`src/rtl/fatigue_alarm_ctrl_pkg.sv`:
```
// fatigue_alarm_ctrl_pkg: alarm level encoding, counter widths
// and a saturating increment shared by the controller and divider.
package fatigue_alarm_ctrl_pkg;

  localparam int CNT_W     = 13;
  localparam int DIVD_W    = 20;
  localparam int PCT_W     = 7;
  localparam int PCT_SCALE = 100;

  typedef enum logic [1:0] {
    LVL_NORMAL = 2'd0,
    LVL_WARN   = 2'd1,
    LVL_ALARM  = 2'd2,
    LVL_HOLD   = 2'd3
  } level_e;

  function automatic logic [CNT_W-1:0] sat_inc(
    input logic [CNT_W-1:0] v
  );
    return (&v) ? v : v + CNT_W'(1);
  endfunction

endpackage

```
`src/rtl/fatigue_alarm_ctrl_div.sv`:
```
// perclos_div: restoring divider, one quotient bit per cycle.
// Ports: start/dividend/divisor in; done pulse + quotient out.
module perclos_div
  import fatigue_alarm_ctrl_pkg::*;
(
  input  logic              module_clk,
  input  logic              module_rst_n,
  input  logic              start,
  input  logic [DIVD_W-1:0] dividend,
  input  logic [CNT_W-1:0]  divisor,
  output logic              done,
  output logic [PCT_W-1:0]  quotient
);

  logic [CNT_W-1:0]  rem;
  logic [CNT_W-1:0]  rem_in;
  logic [CNT_W-1:0]  rem_nx;
  logic [CNT_W:0]    rem_sh;
  logic [CNT_W:0]    diff;
  logic [DIVD_W-1:0] quo;
  logic [DIVD_W-1:0] quo_in;
  logic [DIVD_W-1:0] quo_nx;
  logic [4:0]        left;
  logic              busy;
  logic              ge;

  // The start cycle already performs the first step, so the
  // last of the 20 steps lands 19 edges after the load edge.
  always_comb begin
    rem_in = start ? '0 : rem;
    quo_in = start ? dividend : quo;
    rem_sh = {rem_in, quo_in[DIVD_W-1]};
    diff   = rem_sh - {1'b0, divisor};
    // rem_sh < 2*divisor, so the top bit of diff is a borrow.
    ge     = ~diff[CNT_W];
    rem_nx = ge ? diff[CNT_W-1:0] : rem_sh[CNT_W-1:0];
    quo_nx = {quo_in[DIVD_W-2:0], ge};
  end

  always_ff @(posedge module_clk or negedge module_rst_n) begin
    if (!module_rst_n) begin
      rem      <= '0;
      quo      <= '0;
      left     <= '0;
      busy     <= 1'b0;
      done     <= 1'b0;
      quotient <= '0;
    end else begin
      done <= 1'b0;
      if (start) begin
        rem  <= rem_nx;
        quo  <= quo_nx;
        left <= 5'(DIVD_W - 1);
        busy <= 1'b1;
      end else if (busy) begin
        rem  <= rem_nx;
        quo  <= quo_nx;
        left <= left - 5'd1;
        if (left == 5'd1) begin
          busy     <= 1'b0;
          done     <= 1'b1;
          quotient <= quo_nx[PCT_W-1:0];
        end
      end
    end
  end

endmodule

```
`src/rtl/fatigue_alarm_ctrl.sv`:
```
// fatigue_alarm_ctrl: PERCLOS window + long-closure alarm FSM.
// Ports: frame/eye/ack in; beep, alarm_level, perclos_pct/vld out.
module fatigue_alarm_ctrl
  import fatigue_alarm_ctrl_pkg::*;
#(
  parameter int WIN_FRAMES   = 5400,
  parameter int WARN_PCT     = 15,
  parameter int ALARM_PCT    = 40,
  parameter int LX_FRAMES    = 120,
  parameter int HOLD_FRAMES  = 300,
  parameter int BLINK_FRAMES = 15
) (
  input  logic             module_clk,
  input  logic             module_rst_n,
  input  logic             frame_start,
  input  logic             eye_valid,
  input  logic             eye_closed,
  input  logic             ack_key,
  output logic             beep,
  output logic [1:0]       alarm_level,
  output logic [PCT_W-1:0] perclos_pct,
  output logic             perclos_vld
);

  logic [CNT_W-1:0]  win_cnt;
  logic [CNT_W-1:0]  close_cnt;
  logic [CNT_W-1:0]  close_lat;
  logic [CNT_W-1:0]  lx_cnt;
  logic [CNT_W-1:0]  lx_nxt;
  logic [CNT_W-1:0]  hold_cnt;
  logic [CNT_W-1:0]  blink_cnt;
  logic [CNT_W-1:0]  blink_nxt;
  logic [DIVD_W-1:0] dividend;
  logic              cnt_frame;
  logic              win_done;
  logic              lx_trip;
  logic              hold_done;
  logic              res_alarm;
  logic              res_warn;
  logic              beep_nxt;
  level_e            state;
  level_e            state_nxt;

  assign cnt_frame = frame_start & eye_valid;
  assign win_done  = cnt_frame &&
    (win_cnt == CNT_W'(WIN_FRAMES - 1));
  assign close_lat = close_cnt + CNT_W'(eye_closed);
  assign dividend  = DIVD_W'(close_lat) * DIVD_W'(PCT_SCALE);

  assign hold_done = (state == LVL_HOLD) && frame_start &&
    (hold_cnt == CNT_W'(HOLD_FRAMES - 1));

  always_comb begin
    lx_nxt = lx_cnt;
    if (cnt_frame)
      lx_nxt = eye_closed ? sat_inc(lx_cnt) : '0;
    if (hold_done)
      lx_nxt = '0;
  end

  // Trip on the frame itself so a coincident ack loses.
  assign lx_trip   = lx_nxt > CNT_W'(LX_FRAMES);
  assign res_alarm = perclos_vld &&
    (perclos_pct >= PCT_W'(ALARM_PCT));
  assign res_warn  = perclos_vld &&
    (perclos_pct >= PCT_W'(WARN_PCT));

  perclos_div u_div (
    .module_clk   (module_clk),
    .module_rst_n (module_rst_n),
    .start        (win_done),
    .dividend     (dividend),
    .divisor      (CNT_W'(WIN_FRAMES)),
    .done         (perclos_vld),
    .quotient     (perclos_pct)
  );

  always_comb begin
    state_nxt = state;
    unique case (state)
      LVL_NORMAL: begin
        if (lx_trip || res_alarm)
          state_nxt = LVL_ALARM;
        else if (res_warn)
          state_nxt = LVL_WARN;
      end
      LVL_WARN: begin
        if (lx_trip || res_alarm)
          state_nxt = LVL_ALARM;
        else if ((perclos_vld && !res_warn) || ack_key)
          state_nxt = LVL_NORMAL;
      end
      LVL_ALARM: begin
        if (ack_key)
          state_nxt = LVL_HOLD;
      end
      LVL_HOLD: begin
        if (hold_done)
          state_nxt = LVL_NORMAL;
      end
    endcase
  end

  always_comb begin
    beep_nxt  = 1'b1;
    blink_nxt = '0;
    unique case (1'b1)
      state_nxt == LVL_ALARM:
        beep_nxt = 1'b0;
      state_nxt == LVL_WARN && state != LVL_WARN:
        beep_nxt = 1'b0;
      state_nxt == LVL_WARN && state == LVL_WARN: begin
        beep_nxt  = beep;
        blink_nxt = blink_cnt;
        if (frame_start) begin
          if (blink_cnt == CNT_W'(BLINK_FRAMES - 1)) begin
            beep_nxt  = ~beep;
            blink_nxt = '0;
          end else begin
            blink_nxt = blink_cnt + CNT_W'(1);
          end
        end
      end
      default: ;
    endcase
  end

  always_ff @(posedge module_clk or negedge module_rst_n) begin
    if (!module_rst_n) begin
      win_cnt   <= '0;
      close_cnt <= '0;
    end else if (win_done) begin
      win_cnt   <= '0;
      close_cnt <= '0;
    end else if (cnt_frame) begin
      win_cnt   <= win_cnt + CNT_W'(1);
      close_cnt <= close_lat;
    end
  end

  always_ff @(posedge module_clk or negedge module_rst_n) begin
    if (!module_rst_n) begin
      hold_cnt <= '0;
    end else if (state == LVL_ALARM && ack_key) begin
      hold_cnt <= '0;
    end else if (state == LVL_HOLD && frame_start) begin
      hold_cnt <= hold_cnt + CNT_W'(1);
    end
  end

  always_ff @(posedge module_clk or negedge module_rst_n) begin
    if (!module_rst_n) begin
      state     <= LVL_NORMAL;
      beep      <= 1'b1;
      blink_cnt <= '0;
      lx_cnt    <= '0;
    end else begin
      state     <= state_nxt;
      beep      <= beep_nxt;
      blink_cnt <= blink_nxt;
      lx_cnt    <= lx_nxt;
    end
  end

  assign alarm_level = state;

endmodule

```
`config.mk`:
```
export PLATFORM = sky130hd
export DESIGN_NAME = fatigue_alarm_ctrl
export DESIGN_NICKNAME = d
export VERILOG_FILES = /design/src/rtl/fatigue_alarm_ctrl_pkg.sv /design/src/rtl/fatigue_alarm_ctrl_div.sv /design/src/rtl/fatigue_alarm_ctrl.sv
export SDC_FILE = /design/constraint.sdc
export NUM_CORES = 1
export LEC_CHECK = 0
export CAP_MARGIN = 20
export CORE_MARGIN = 2
export CORE_UTILIZATION = 55
export CTS_BUF_LIST = sky130_fd_sc_hd__clkbuf_16
export CTS_CLUSTER_DIAMETER = 100
export DETAILED_ROUTE_END_ITERATION = 8
export PLACE_DENSITY = 0.72
export REMOVE_ABC_BUFFERS = 1
export SLEW_MARGIN = 30
export SYNTH_ARGS = -nofsm -noshare
export SYNTH_HDL_FRONTEND = slang
export SYNTH_HIERARCHICAL = 1
export SYNTH_SLANG_ARGS = --single-unit
export TNS_END_PERCENT = 100
```
`constraint.sdc`:
```
create_clock -name module_clk -period 5.3 [get_ports module_clk]
set_input_delay 0.53 -clock module_clk [delete_from_list [all_inputs] [get_ports module_clk]]
set_output_delay 0.53 -clock module_clk [all_outputs]
set_load 0.02 [all_outputs]
```
* Word level (Yosys, flattened, before mapping)
Index checks and enable logic that the tools add are counted.
** Word-level totals
- Bits in registers :: 115
- Input port bits :: 6
- Output and inout bits :: 11
- Logic and storage cells :: 98
** Operators by class
- Add/sub/neg operators :: 7
- $mul :: 1
- Order comparisons :: 3
- Equal/unequal tests :: 12
- Multiplexer cells :: 38
- Bitwise gates (word level) :: 4
- Reduce and logical (&&, ||, !) cells :: 20
** Operators with widths (number)
- 13-bit two-way mux :: 17
- 20-bit two-way mux :: 3
- 13-bit by 1-bit adder with 13-bit output, second input constant :: 4
- 13-bit by 5-bit multiplier with 18-bit output, second input constant :: 1
- 14-bit by 13-bit subtractor with 14-bit output, second input constant :: 1
- 13-bit by 1-bit adder with 13-bit output :: 1
- 13-bit equality test, second input constant :: 1
- 13-bit by 4-bit equality test with 1-bit output, second input constant :: 1
- 13-bit by 9-bit equality test with 1-bit output, second input constant :: 1
- 13-bit by 7-bit > comparator with 1-bit output, second input constant :: 1
- 13-bit AND reduction :: 1
- 2-bit two-way mux :: 6
- 5-bit two-way mux :: 2
- 1-bit logical AND :: 9
- 1-bit two-way mux :: 8
- 2-bit one-hot mux with 4 select lines :: 1
- 7-bit by 4-bit >= comparator with 1-bit output, second input constant :: 1
- 7-bit by 6-bit >= comparator with 1-bit output, second input constant :: 1
- 2-bit equality test, second input constant :: 3
- 2-bit nonzero test :: 3
- 5-bit by 1-bit equality test with 1-bit output, second input constant :: 1
- 5-bit by 1-bit subtractor with 5-bit output, second input constant :: 1
- 2-bit by 1-bit equality test with 1-bit output, second input constant :: 2
- 2-bit by 1-bit inequality test with 1-bit output, second input constant :: 2
- other kinds (10) :: 13

* Depth between registers and ports, before layout
- Depth after elaboration :: 13
- Depth in mapped cells :: 28
- Depth with buffers taken out :: 28

* Modules after synthesis
The synthesis kept the hierarchy.
** Modules (own cells, without submodules)
- fatigue_alarm_ctrl :: times used 1, cells each 569, area an instance 5058.6 um2, seq. area each 1702.9 um2
- perclos_div :: times used 1, cells each 338, area an instance 3007.9 um2, seq. area each 1176.1 um2

* Worst setup path after synthesis
No wires, ideal clock.
- Kind :: input -> register
- From :: input eye_closed
- To :: register u_div.rem[0]
- Setup time :: 0.099 ns
- Data arrival time :: 4.910 ns
- Data required time :: 5.201 ns
- Slack :: 0.290 ns
- Stages :: 19
- Buffers on the path :: 0
- Path through :: ha_1 ha_1 nand3_1 nor2_1 and3_1 xor2_1 ha_1 ha_1 fa_1 ha_1 and2_1 a31o_2 a41o_1 o41ai_1 nand3_1 o211ai_1 mux2i_1 ha_1 a311oi_1
** Between the ends
- Longest elaborated chain between the ends :: 7
** RTL lines
- start, declared :: RTL line fatigue_alarm_ctrl.sv:17 : input logic eye_closed,
- 13-bit by 1-bit adder with 13-bit output (*) :: RTL line fatigue_alarm_ctrl.sv:47 : assign close_lat = close_cnt + CNT_W'(eye_closed);
- 13-bit by 5-bit multiplier with 18-bit output (*) :: RTL line fatigue_alarm_ctrl.sv:48 : assign dividend = DIVD_W'(close_lat) * DIVD_W'(PCT_SCALE);
- named net dividend[19] :: RTL line fatigue_alarm_ctrl.sv:33 : logic [DIVD_W-1:0] dividend;
- 20-bit two-way mux (*) :: RTL line fatigue_alarm_ctrl_div.sv:31 : quo_in = start ? dividend : quo;
- 14-bit by 13-bit subtractor with 14-bit output :: RTL line fatigue_alarm_ctrl_div.sv:33 : diff = rem_sh - {1'b0, divisor};
- 13-bit two-way mux (*) :: RTL line fatigue_alarm_ctrl_div.sv:36 : rem_nx = ge ? diff[CNT_W-1:0] : rem_sh[CNT_W-1:0];
- 13-bit two-way mux :: RTL line fatigue_alarm_ctrl_div.sv:55 : end else if (busy) begin
- 13-bit two-way mux (*) :: RTL line fatigue_alarm_ctrl_div.sv:50 : if (start) begin
- end signal, assigned :: RTL line fatigue_alarm_ctrl_div.sv:51 : rem <= rem_nx;
- end signal, assigned :: RTL line fatigue_alarm_ctrl_div.sv:56 : rem <= rem_nx;
- end, declared :: RTL line fatigue_alarm_ctrl_div.sv:15 : logic [CNT_W-1:0] rem;
The timed path passes the listed nets; every way through them passes the cells marked *. The select of a mux whose other input is x is not followed.
A chain may end at the register's enable or synchronous reset.

* Final worst setup path
Same ends and word-level chain as after synthesis.

==> results.py <==
metrics = {
    "critical_path": {
        "crit_required_ns": 5.61,
        "endpoint_kind": "flip-flop",
        "cp_common_cell": "ha_1",
        "critPathMaxStageDelay_ns": 0.50,
        "critPathBufInv": 5,
        "crit_slowest_cell": "clkdlybuf4s50_1",
        "crit_family": "adder cells",
        "worst-setup-path-type": "in2reg",
        "crit_chain": "clkdlybuf4s50_1 > ha_1 > ha_1 > nand3_1 > buf_4 > xnor2_1 > ha_1 > ha_1 > inv_1 > fa_1 > inv_1 > ha_1 > inv_1 > o21bai_1 > a31o_2 > a41o_1 > o41ai_2 > nand3_1 > o211ai_1 > mux2i_1 > ha_1 > a311oi_2",
        "cp_max_fo": 4,
        "critPathLaunchType": "input port",
        "worstPathArrival_ns": 5.36,
    },
    "logic_synthesis": {
        "synth-simple-area-share_pct": 22.4,
        "synth_compound_area_share_pct": 15.4,
        "synthCells": 907,
        "synthMuxAreaShare_pct": 2.87,
        "synthesis.area_um2": 8070,
        "ys.flop_type": "dfrtp_1",
        "synth_top_family_by_area": "simple AND/OR/NAND/NOR gates",
        "yosysUniqueCellTypes": 82,
        "synth_xor_area_share_pct": 6.73,
        "synth_async_sr_flop_share_pct": 100,
        "synth-edff-count": 0,
        "synth_fa_ha_area_share_pct": 12.5,
        "yosysWarnings": 6,
        "avgSynthCellArea_um2": 8.89,
        "ys_ff_latch": 115,
        "ys_seq_area_share_pct": 35.7,
    },
    "timing": {
        "slew_headroom_pct": 45.0,
        "period_needed_ns": 5.05,
        "hold_ws_ns": 0.142,
        "tightest_slew_ns": 0.821,
        "finalMaxSlewViolations": 0,
        "fin_skew_ns": 0.00787,
        "timing.final.ws_setup_ns": 0.252,
        "fmax_mhz": 198,
        "hold_violations": 0,
        "setup_viol": 0,
        "post-route-period-util_pct": 95.2,
        "rsz0062_at_grt": "false",
    },
    "finish": {
        "layout-drive-gt1-share_pct": 10.9,
        "utilization_pct": 64.3,
        "antennaDiodeCount": 0,
        "final_nets": 1043,
        "final_cell_mix": "nand2_1, dfrtp_1, inv_1",
        "mostFrequentLayoutCell": "nand2_1",
        "area_growth_pct": 15.0,
        "nFillCells": 1221,
    },
    "cts": {
        "cts.htree.levels": 4,
        "clk-insertion-delay-late_ns": 0.41,
        "cts_buffer_depth": 2,
        "numClockSinks": 115,
        "cts_root_buffer": "clkbuf_16",
        "clk_pin_slew_ns": 0.05,
        "cts_tree": "built",
        "cts.hold.buffers_added": 0,
        "cts_buffers": 17,
        "post-cts-setup-buffers": 0,
    },
    "grt": {
        "grt_pass1_wl_um": 29300,
        "grt_overflow": 0,
        "grt_pass1_vias": 6136,
        "grtUsageTotal_pct": 22.6,
        "grt_max_degree": 73,
        "antenna_found_initial": 0,
    },
    "die": {
        "die-area_um2": 15700,
        "die_x_um": 125,
        "io_pins": 17,
        "num_rows": 44,
        "die_h_um": 125,
        "core_um2": 14400,
        "initial_core_util_pct": 55.9,
    },
    "hold_path": {
        "worstHoldPathType": "in2async",
    },
    "placed_design": {
        "dpl.hpwl_um": 11900,
        "gp_congestion": 0.857,
        "dpl_worst_slack_ns": -0.263,
        "portBuffers": 16,
    },
    "pwr": {
        "power_density_nw_per_um2": 410,
        "leakage_nw": 4.34,
        "ir_drop_mv": 0.226,
    },
    "route": {
        "wl_per_cell_um": 14.7,
        "ant_nets": 0,
        "drt_iter0_drc": 544,
        "vias_per_cell": 5.63,
        "first_pass_iters": 5,
        "drt-total-wl_um": 17000,
        "route.detailed.drc": 0,
        "vias": 6524,
    },
    "run": {
        "cap_violations": 0,
    },
    "run_status": {
        "status": "completed",
    },
}
[power by group]
group / internal [mW] / switching, mW / total (mW)
clock network: 0.724 / 0.404 / 1.13
registers: 1.10 / 0.183 / 1.28
logic: 0.611 / 0.781 / 1.39
[Yosys cell counts (all sizes together), types with 10 or more instances]
| library cell | instances | area (um^2) |
|---|---|---|
| nor2b | 17 | 106 |
| and3 | 24 | 151 |
| a21oi | 39 | 206 |
| xor2 | 31 | 272 |
| mux2i | 22 | 220 |
| ha | 66 | 826 |
| nor3 | 16 | 91.3 |
| nand4 | 10 | 77.6 |
| nor2 | 72 | 300 |
| xnor2 | 31 | 272 |
| dfrtp | 114 | 2850 |
| nand2b | 12 | 75.1 |
| inv | 65 | 244 |
| clkbuf | 19 | 71.3 |
| nand2 | 125 | 469 |
| o21ai | 68 | 344 |
| nand3 | 32 | 175 |
[logic make-up after synthesis]
| kind of cell | count (synthesis) |
|---|---|
| other | 2 |
| XOR/XNOR | 62 |
| adder cells (fa/ha/maj) | 75 |
| AO/OA/AOI/OAI | 183 |
| buffers and inverters | 91 |
| AND/OR/NAND/NOR | 356 |
| flip-flops | 115 |
| multiplexers | 23 |
[final timing paths]
check                                              start                   endpoint  slack [ns]  depth (start not counted)
worst max-delay path                          eye_closed   u_div/rem[0]$_DFFE_PN0P_        0.25                         22
worst min-delay path                        module_rst_n   blink_cnt[8]$_DFFE_PN0P_        0.14                          1
worst max register to register  close_cnt[0]$_DFFE_PN0P_   u_div/rem[0]$_DFFE_PN0P_        0.50                         20
worst min register to register  u_div/rem[7]$_DFFE_PN0P_   u_div/rem[7]$_DFFE_PN0P_        0.48                          2
max in group asynchronous                   module_rst_n  u_div/quo[13]$_DFFE_PN0P_        3.89                          2
min in group module_clk         u_div/rem[7]$_DFFE_PN0P_   u_div/rem[7]$_DFFE_PN0P_        0.48                          2
[cell type report]
class | instances | area, um^2 | area share, %
multi-input cells | 714 | 4930 | 53.2
well taps | 184 | 230 | 2.48
flip-flops and latches | 115 | 2880 | 31.0
clock inverters | 15 | 148 | 1.59
inverters | 65 | 244 | 2.63
repair buffers | 49 | 418 | 4.51
clock buffers | 17 | 425 | 4.59
[worst register-to-register path: stages, from the launching register on]
cell and delay (ns):
dfrtp_1 0.38, ha_1 0.22, ha_1 0.20, buf_4 0.15, xor2_2 0.16, ha_1 0.31, ha_1 0.28, inv_1 0.05
fa_1 0.52, inv_1 0.04, ha_1 0.29, a21oi_1 0.22, o21bai_1 0.12, a31o_2 0.26, a41o_1 0.26, o41ai_2 0.33
nand3_1 0.11, o211ai_1 0.12, mux2i_1 0.15, ha_1 0.32, a311oi_2 0.22
[registers in the layout (all words and copies together) (netlist names)]
signal and flops:
alarm_level 2, beep 1, blink_cnt 13, close_cnt 13, hold_cnt 13, lx_cnt 13, u_div/busy 1, u_div/done 1
u_div/left 5, u_div/quo 20, u_div/quotient 7, u_div/rem 13, win_cnt 13
[through the flow]
stage          instances  area (um^2)  setup TNS (ns)  total power, mW
4_1_cts             1159         9230               0             3.80
6_report            1159         9270               0             3.80
2_1_floorplan        894         8000         -124.34             2.25
3_3_place_gp        1127         8660         -0.0578             2.62
5_1_grt             1159         9270               0             4.09
3_5_place_dp        1127         8660          -0.263             2.66
[per-layer routing]
layer | vias up | GRT usage, % | share of wire (%)
met4 | 0 | 5.10 | 0.85
met1 | 3122 | 33.7 | 50
met3 | 16 | 4.92 | 3.6
met5 | - | 0 | 0
met2 | 107 | 33.8 | 45
li1 | 3279 | - | -
[repair_timing]
item,in CTS,in global routing
hold endpoints to repair,0,0
setup endpoints to repair,0,1
resized for setup,0,6
Power figures use the tool's default switching activity.
